### src/rtl/ahb_pkg.sv
// ahb_pkg: AHB-Lite encodings shared by ahb_master and ahb_slave, plus the ahb_master state encoding
package ahb_pkg;

   typedef enum logic [1:0] {
      IDLE   = 2'b00,
      BUSY   = 2'b01,
      NONSEQ = 2'b10,
      SEQ    = 2'b11
   } htrans_t;

   localparam logic [2:0] HSIZE_BYTE    = 3'b000;
   localparam logic [2:0] HSIZE_HALF    = 3'b001;
   localparam logic [2:0] HSIZE_WORD    = 3'b010;
   localparam logic [2:0] HBURST_SINGLE = 3'b000;
   localparam logic       HRESP_OKAY    = 1'b0;
   localparam logic       HRESP_ERROR   = 1'b1;

   // ahb_master state is the pair {a_vld, d_vld}
   typedef logic [1:0] state_t;
   localparam state_t ST_IDLE = 2'b00;
   localparam state_t ST_ADDR = 2'b10;
   localparam state_t ST_PIPE = 2'b11;
   localparam state_t ST_DATA = 2'b01;

endpackage

### src/rtl/ahb_master.sv
// ahb_master: valid/ready requests to AHB-Lite SINGLE transfers, address phase overlapping data phase
module ahb_master
   import ahb_pkg::*;
#(
   parameter int         DATA_WIDTH = 32,
   parameter int         ADDR_WIDTH = 32,
   parameter logic [2:0] HSIZE      = HSIZE_WORD
) (
   input  logic                  i_clk_ahb,
   input  logic                  i_rstn_ahb,
   input  logic                  i_valid,
   input  logic                  i_rd0_wr1,
   input  logic [ADDR_WIDTH-1:0] i_addr,
   input  logic [DATA_WIDTH-1:0] i_wr_data,
   output logic                  o_ready,
   output logic                  o_rd_valid,
   output logic [DATA_WIDTH-1:0] o_rd_data,
   output logic                  o_err,
   output logic [1:0]            o_htrans,
   output logic                  o_hwrite,
   output logic [2:0]            o_hsize,
   output logic [2:0]            o_hburst,
   output logic [ADDR_WIDTH-1:0] o_haddr,
   output logic [DATA_WIDTH-1:0] o_hwdata,
   input  logic                  i_hready,
   input  logic                  i_hresp,
   input  logic [DATA_WIDTH-1:0] i_hrdata
);

   state_t                state, state_nx;
   logic                  a_vld, d_vld, a_write, d_write, accept, complete;
   logic [ADDR_WIDTH-1:0] a_addr;
   logic [DATA_WIDTH-1:0] a_wdata;

   assign a_vld    = state[1];
   assign d_vld    = state[0];
   // A can take a request whenever it is empty or is moving into D on this edge
   assign o_ready  = !a_vld || i_hready;
   assign accept   = i_valid && o_ready;
   assign complete = d_vld && i_hready;

   // address-phase outputs come straight from the A slot; addr/write keep their last value when A empties
   assign o_htrans = a_vld ? NONSEQ : IDLE;
   assign o_haddr  = a_addr;
   assign o_hwrite = a_write;
   assign o_hsize  = HSIZE;
   assign o_hburst = HBURST_SINGLE;

   // slot occupancy: A refills whenever it can accept, D takes A on every phase advance
   always_comb begin
      state_nx = {o_ready ? i_valid : a_vld, i_hready ? a_vld : d_vld};
   end

   // slot registers; payload fields only change on accept/advance so the bus does not toggle while idle
   always_ff @(posedge i_clk_ahb or negedge i_rstn_ahb) begin
      if (!i_rstn_ahb) begin
         state   <= ST_IDLE;
         a_write <= 1'b0;
         a_addr  <= '0;
         a_wdata <= '0;
         d_write <= 1'b0;
      end else begin
         state <= state_nx;
         if (accept) begin
            a_write <= i_rd0_wr1;
            a_addr  <= i_addr;
            a_wdata <= i_wr_data;
         end
         if (i_hready) d_write <= a_write;
      end
   end

   // write data register, loaded as a write enters its data phase and held through wait states
   always_ff @(posedge i_clk_ahb or negedge i_rstn_ahb) begin
      if (!i_rstn_ahb) o_hwdata <= '0;
      else if (i_hready && a_vld && a_write) o_hwdata <= a_wdata;
   end

   // completion reporting: one-cycle read/error pulses, read data held until the next read completes
   always_ff @(posedge i_clk_ahb or negedge i_rstn_ahb) begin
      if (!i_rstn_ahb) begin
         o_rd_valid <= 1'b0;
         o_err      <= 1'b0;
         o_rd_data  <= '0;
      end else begin
         o_rd_valid <= complete && !d_write;
         o_err      <= complete && (i_hresp == HRESP_ERROR);
         if (complete && !d_write) o_rd_data <= i_hrdata;
      end
   end

endmodule

### config.mk
export PLATFORM = sky130hd
export DESIGN_NAME = ahb_master
export DESIGN_NICKNAME = d
export VERILOG_FILES = /design/src/rtl/ahb_pkg.sv /design/src/rtl/ahb_master.sv
export SDC_FILE = /design/constraint.sdc
export NUM_CORES = 1
export LEC_CHECK = 0
export CAP_MARGIN = 0
export CORE_UTILIZATION = 40
export CTS_BUF_LIST = sky130_fd_sc_hd__clkbuf_8
export DETAILED_ROUTE_END_ITERATION = 6
export MAX_ROUTING_LAYER = met4
export PLACE_DENSITY = 0.87
export SLEW_MARGIN = 40
export SYNTH_ARGS = -nofsm -noshare
export SYNTH_HDL_FRONTEND = slang
export SYNTH_SLANG_ARGS = --single-unit
export TNS_END_PERCENT = 10
### constraint.sdc
create_clock -name i_clk_ahb -period 1.2 [get_ports i_clk_ahb]
set_input_delay 0.24 -clock i_clk_ahb [delete_from_list [all_inputs] [get_ports i_clk_ahb]]
set_output_delay 0.24 -clock i_clk_ahb [all_outputs]
set_load 0.03 [all_outputs]
## Word level (Yosys, flattened, before mapping)

Cells that the tools add are included.

- Multiplexer cells: 1
- Reductions and logical operators: 9

Operators with widths:

| operator | count |
|---|---|
| 1-bit logical AND | 6 |
| 1-bit zero test | 2 |
| 2-bit 2-to-1 mux | 1 |
| 1-bit logical OR | 1 |

- Flip-flop bits (word level): 134
- Output and inout port bits: 108

## Logic depth before layout (Yosys ltp)

- Depth after elaboration: 3
- Mapped depth: 5
- Depth with buffers taken out: 3

## Worst setup path after synthesis

No wires, ideal clock.

- Path kind: flip-flop to flip-flop
- Start point: reg state[1]
- End point: reg a_wdata[10]
- Library setup time: 0.125 ns
- Data arrival time: 1.268 ns
- Required time: 1.075 ns
- Slack: -0.193 ns
- Stages on the path, launching flop included: 6
- Buffers on the path: 2
- Period minus slack after synthesis: 1.393 ns
- Path through: dfrtp_1 -> nand2b_2 -> nand2_1 -> buf_6 -> buf_6 -> mux2_4

- Longest elaborated chain between the ends: 3

RTL lines:

| item | line | source |
|---|---|---|
| start: declaration | ahb_master.sv:30 | `state_t state, state_nx;` |
| start signal: assignment | ahb_master.sv:63 | `state <= state_nx;` |
| 1-bit zero test | ahb_master.sv:38 | `assign o_ready = !a_vld \|\| i_hready;` |
| 1-bit logical OR | ahb_master.sv:38 |  |
| net o_ready | ahb_master.sv:15 | `output logic o_ready,` |
| 1-bit logical AND | ahb_master.sv:39 | `assign accept = i_valid && o_ready;` |
| end signal: assignment | ahb_master.sv:67 | `a_wdata <= i_wr_data;` |
| end: declaration | ahb_master.sv:33 | `logic [DATA_WIDTH-1:0] a_wdata;` |

The timed path passes the listed nets, and every way through them passes these cells.
A chain may end at the register's enable or synchronous reset.

## Worst setup path after layout

- Start point: reg state[1]
- End point: reg a_addr[11], in the netlist o_haddr[11]

- Longest elaborated chain between the ends: 3

RTL lines:

| item | line | source |
|---|---|---|
| 1-bit zero test | ahb_master.sv:38 |  |
| 1-bit logical OR | ahb_master.sv:38 |  |
| 1-bit logical AND | ahb_master.sv:39 |  |
| end signal: assignment | ahb_master.sv:66 | `a_addr <= i_addr;` |
| end: declaration | ahb_master.sv:32 | `logic [ADDR_WIDTH-1:0] a_addr;` |

Every way passes these cells.

==> impl_metrics.prom <==
# TYPE chip_impl_metric gauge
chip_impl_metric{name="syn_inst",unit=""} 295
chip_impl_metric{name="avgSynthCellArea",unit="um2"} 17.7
chip_impl_metric{name="report.final.setup_viol",unit=""} 213
chip_impl_metric{name="cts_buffers",unit=""} 17
chip_impl_metric{name="comb_power_share",unit="%"} 38.9
chip_impl_metric{name="grt_max_degree",unit=""} 38
chip_impl_metric{name="sequential_cell_fraction_of_total_power",unit="%"} 38.6
chip_impl_metric{name="die_x",unit="um"} 116
chip_impl_metric{name="critical_path_buf_inv_count",unit=""} 2
chip_impl_metric{name="final_max_slew_viol_count",unit=""} 0
chip_impl_metric{name="design.portCount",unit=""} 210
chip_impl_metric{name="place_hpwl",unit="um"} 8590
chip_impl_metric{name="placement.io_buffers",unit=""} 202
chip_impl_metric{name="routabilityCongestion",unit=""} 0.696
chip_impl_metric{name="clock_power_share",unit="%"} 22.5
chip_impl_info{name="run_status",value="complete, but fails checks"} 1
chip_impl_metric{name="cap_violations",unit=""} 0
chip_impl_metric{name="fin_crit",unit="ns"} 1.42
chip_impl_metric{name="timing.clock.skew",unit="ns"} 0.0120
chip_impl_metric{name="pwr_density_cell",unit="mW/mm2"} 2010
chip_impl_info{name="most_common_cell_after_layout_fill_and_taps_aside",value="sky130_fd_sc_hd__dfrtp_1"} 1
chip_impl_metric{name="timing_hold_violations_final",unit=""} 0
chip_impl_metric{name="ir_worst_vdd",unit="uV"} 1250
chip_impl_metric{name="vias",unit=""} 3321
chip_impl_metric{name="timing.critical_path.slowest_cell_delay",unit="ns"} 0.42
chip_impl_info{name="mostFrequentLayoutCells",value="sky130_fd_sc_hd__dfrtp_1, sky130_fd_sc_hd__clkdlybuf4s50_1, sky130_fd_sc_hd__buf_6"} 1
chip_impl_metric{name="cts.reportedPaths.clkPinSlew",unit="ns"} 0.07
chip_impl_metric{name="effective_utilization_at_floorplan",unit="%"} 41.3
chip_impl_metric{name="yosys.cell_types.count",unit=""} 14
chip_impl_info{name="timing.critical_path.max_delay_family",value="flip-flops"} 1
chip_impl_metric{name="drt_pass1_iterations",unit=""} 4
chip_impl_metric{name="drt.antenna.violating_nets",unit=""} 0
chip_impl_metric{name="worst_ep_required_time",unit="ns"} 1.51
chip_impl_metric{name="total_placed_instance_area",unit="mm2"} 0.00747
chip_impl_metric{name="synth_sequential_area_ratio",unit="%"} 64.1
chip_impl_metric{name="arrival",unit="ns"} 1.73
chip_impl_metric{name="p_int",unit="uW"} 11200
chip_impl_metric{name="insertion_delay",unit="ns"} 0.43
chip_impl_metric{name="nNetsFinal",unit=""} 631
chip_impl_info{name="rsz_0062_raised_after_global_routing",value="true"} 1
chip_impl_metric{name="dpl.cell_count",unit=""} 671
chip_impl_metric{name="total_power",unit="uW"} 16900
chip_impl_metric{name="n_antenna_cell",unit=""} 0
chip_impl_metric{name="area_of_the_die",unit="mm2"} 0.0135
chip_impl_metric{name="finalCritPeriodShare",unit="%"} 118
chip_impl_metric{name="timing.final.ws_setup",unit="ns"} -0.216
chip_impl_metric{name="placementRows",unit=""} 41
chip_impl_info{name="critPathKind",value="reg -> reg"} 1
chip_impl_metric{name="power.share.switching",unit="%"} 33.7
chip_impl_metric{name="via_per_inst",unit=""} 4.66
chip_impl_metric{name="largest_fanout_on_the_critical_path",unit=""} 7
chip_impl_metric{name="cts-htree-levels",unit=""} 4
chip_impl_metric{name="syn-cell-area",unit="mm2"} 0.00523
chip_impl_metric{name="ys.warnings.count",unit=""} 0
chip_impl_metric{name="tritoncts_num_sinks",unit=""} 134
chip_impl_metric{name="ys_seq_elements",unit=""} 134
chip_impl_metric{name="core_region_area",unit="mm2"} 0.0127
chip_impl_info{name="crit_path_top_delay_cell",value="sky130_fd_sc_hd__dfrtp_1"} 1
chip_impl_metric{name="area_growth",unit="%"} 61.1
chip_impl_metric{name="post-route-drc-count",unit=""} 0
chip_impl_metric{name="finalWirelength",unit="um"} 13100
chip_impl_metric{name="grt_antenna_before_repair",unit=""} 0
chip_impl_metric{name="leakage",unit="uW"} 0.00390
chip_impl_metric{name="drive_gt1_share",unit="%"} 54.5
chip_impl_metric{name="switching_power",unit="uW"} 5690
chip_impl_metric{name="fmaxAchievable",unit="GHz"} 0.706
chip_impl_metric{name="final_cells",unit=""} 713
chip_impl_metric{name="grt_usage",unit="%"} 20.2
chip_impl_metric{name="post_drt_wl_per_cell",unit="um"} 18.4
chip_impl_info{name="path_cells",value="nand2b_4 > buf_4 > nand2_4 > clkbuf_16 > mux2_4"} 1
chip_impl_metric{name="clockBufferDepth",unit=""} 2
chip_impl_info{name="critical_path.endpoint_type",value="register"} 1
chip_impl_info{name="clk_root_buffer_cell",value="sky130_fd_sc_hd__clkbuf_8"} 1
chip_impl_metric{name="grt.overflow.total",unit=""} 0
chip_impl_metric{name="floorplan.die.height",unit="um"} 116
chip_impl_info{name="failing_checks",value="setup timing"} 1
chip_impl_metric{name="reg2regPathDepth",unit=""} 5
chip_impl_metric{name="grt_pass1_wl",unit="um"} 19400
chip_impl_metric{name="detail_route.iter0.violations",unit=""} 157
chip_impl_metric{name="nFillCells",unit=""} 870
chip_impl_info{name="worst_min_path_class",value="in -> async"} 1
chip_impl_metric{name="worstSetupPathDepth",unit=""} 5
chip_impl_metric{name="vias_in_the_first_global_route",unit=""} 3727
chip_impl_metric{name="final_area",unit="mm2"} 0.00842
chip_impl_info{name="startpoint_type",value="register"} 1
chip_impl_info{name="cts_tree",value="yes"} 1
==> cell usage after synthesis, drive strengths merged <==
cell    instances  area (um2)
dfrtp         134        3350
and3            1        6.26
nand2           1        3.75
mux2          131        1660
nand3           1        5.00
nand3b          1        7.51
nand2b          2        15.0
inv             1        3.75
buf            21         163
conb            2        7.51
==> routing by layer <==
metal | track usage, % | up-vias | part of all wire (%)
met5 | - | - | 0
met4 | 8.46 | 0 | 2.2
met3 | 7.01 | 22 | 7.7
met2 | 34.4 | 143 | 52
met1 | 21.1 | 1665 | 38
li1 | - | 1491 | -
==> metrics by stage <==
stage | TNS (ns) | utilization (%) | hold slack, ns | setup slack, ns
floorplan | -12.47 | - | -0.0556 | -0.137
global placement | -59.03 | 59.0 | 0.153 | -0.512
detailed placement | -59.84 | 59.0 | 0.162 | -0.522
CTS | -18.08 | 65.6 | 0.255 | -0.251
global route | -28.95 | 66.5 | 0.297 | -0.281
finish | -17.41 | 66.5 | 0.311 | -0.216
==> worst register-to-register path, delay by kind of cell (launching register included) <==
family	cells	cell delay, ns
flip-flops	1	0.42
buffers and inverters	2	0.38
AND/OR/NAND/NOR	2	0.22
multiplexers	1	0.30
==> repair_timing <==
action	in CTS	in global routing
gates cloned	1	4
hold buffers	1	0
setup endpoints to repair	227	229
endpoints found under the hold margin	46	0
resized for setup	98	3
buffers inserted	3	2
pin swaps	1	1
==> state kept, by name (all words and copies together) (netlist names) <==
name,cells
d_write,1
o_rd_valid,1
o_rd_data,32
o_hwrite,1
o_haddr,32
state,2
o_hwdata,32
a_wdata,32
o_err,1
==> power by group through the flow <==
stage	registers [uW]	clock network, uW	logic (uW)
after global routing	6630	4130	6880
after global placement	6310	0	5810
after CTS	6490	3920	6530
after floorplan	8140	0	1460
after detailed placement	6400	0	5920
final	6510	3810	6570
==> logic make-up after synthesis <==
kind of cell,count (synthesis),share of synthesized area (%)
AND/OR/NAND/NOR,6,0.718
other,2,0.144
buffers and inverters,22,3.18
multiplexers,131,31.8
flip-flops,134,64.1
==> layout make-up <==
class	count	area [um2]	area share, %
flip-flops and latches	134	3350	39.8
well taps	172	215	2.56
clock inverters	13	159	1.89
clock buffers	18	248	2.94
multi-input cells	145	1780	21.2
inverters	1	3.75	0.0446
repair buffers	230	2660	31.6
==> final timing paths <==
path	start	slack, ns	endpoint
max in group asynchronous	i_rstn_ahb	0.37	o_rd_data[20]
hold reg to reg	a_wdata[2]	0.50	a_wdata[2]
min in group i_clk_ahb	i_hresp	0.41	o_err
hold / removal	i_rstn_ahb	0.31	o_rd_data[2]
setup / recovery	state[1]	-0.22	o_haddr[11]
setup reg to reg	state[1]	-0.22	o_haddr[11]
No activity file was read; power rests on OpenSTA's default activity.
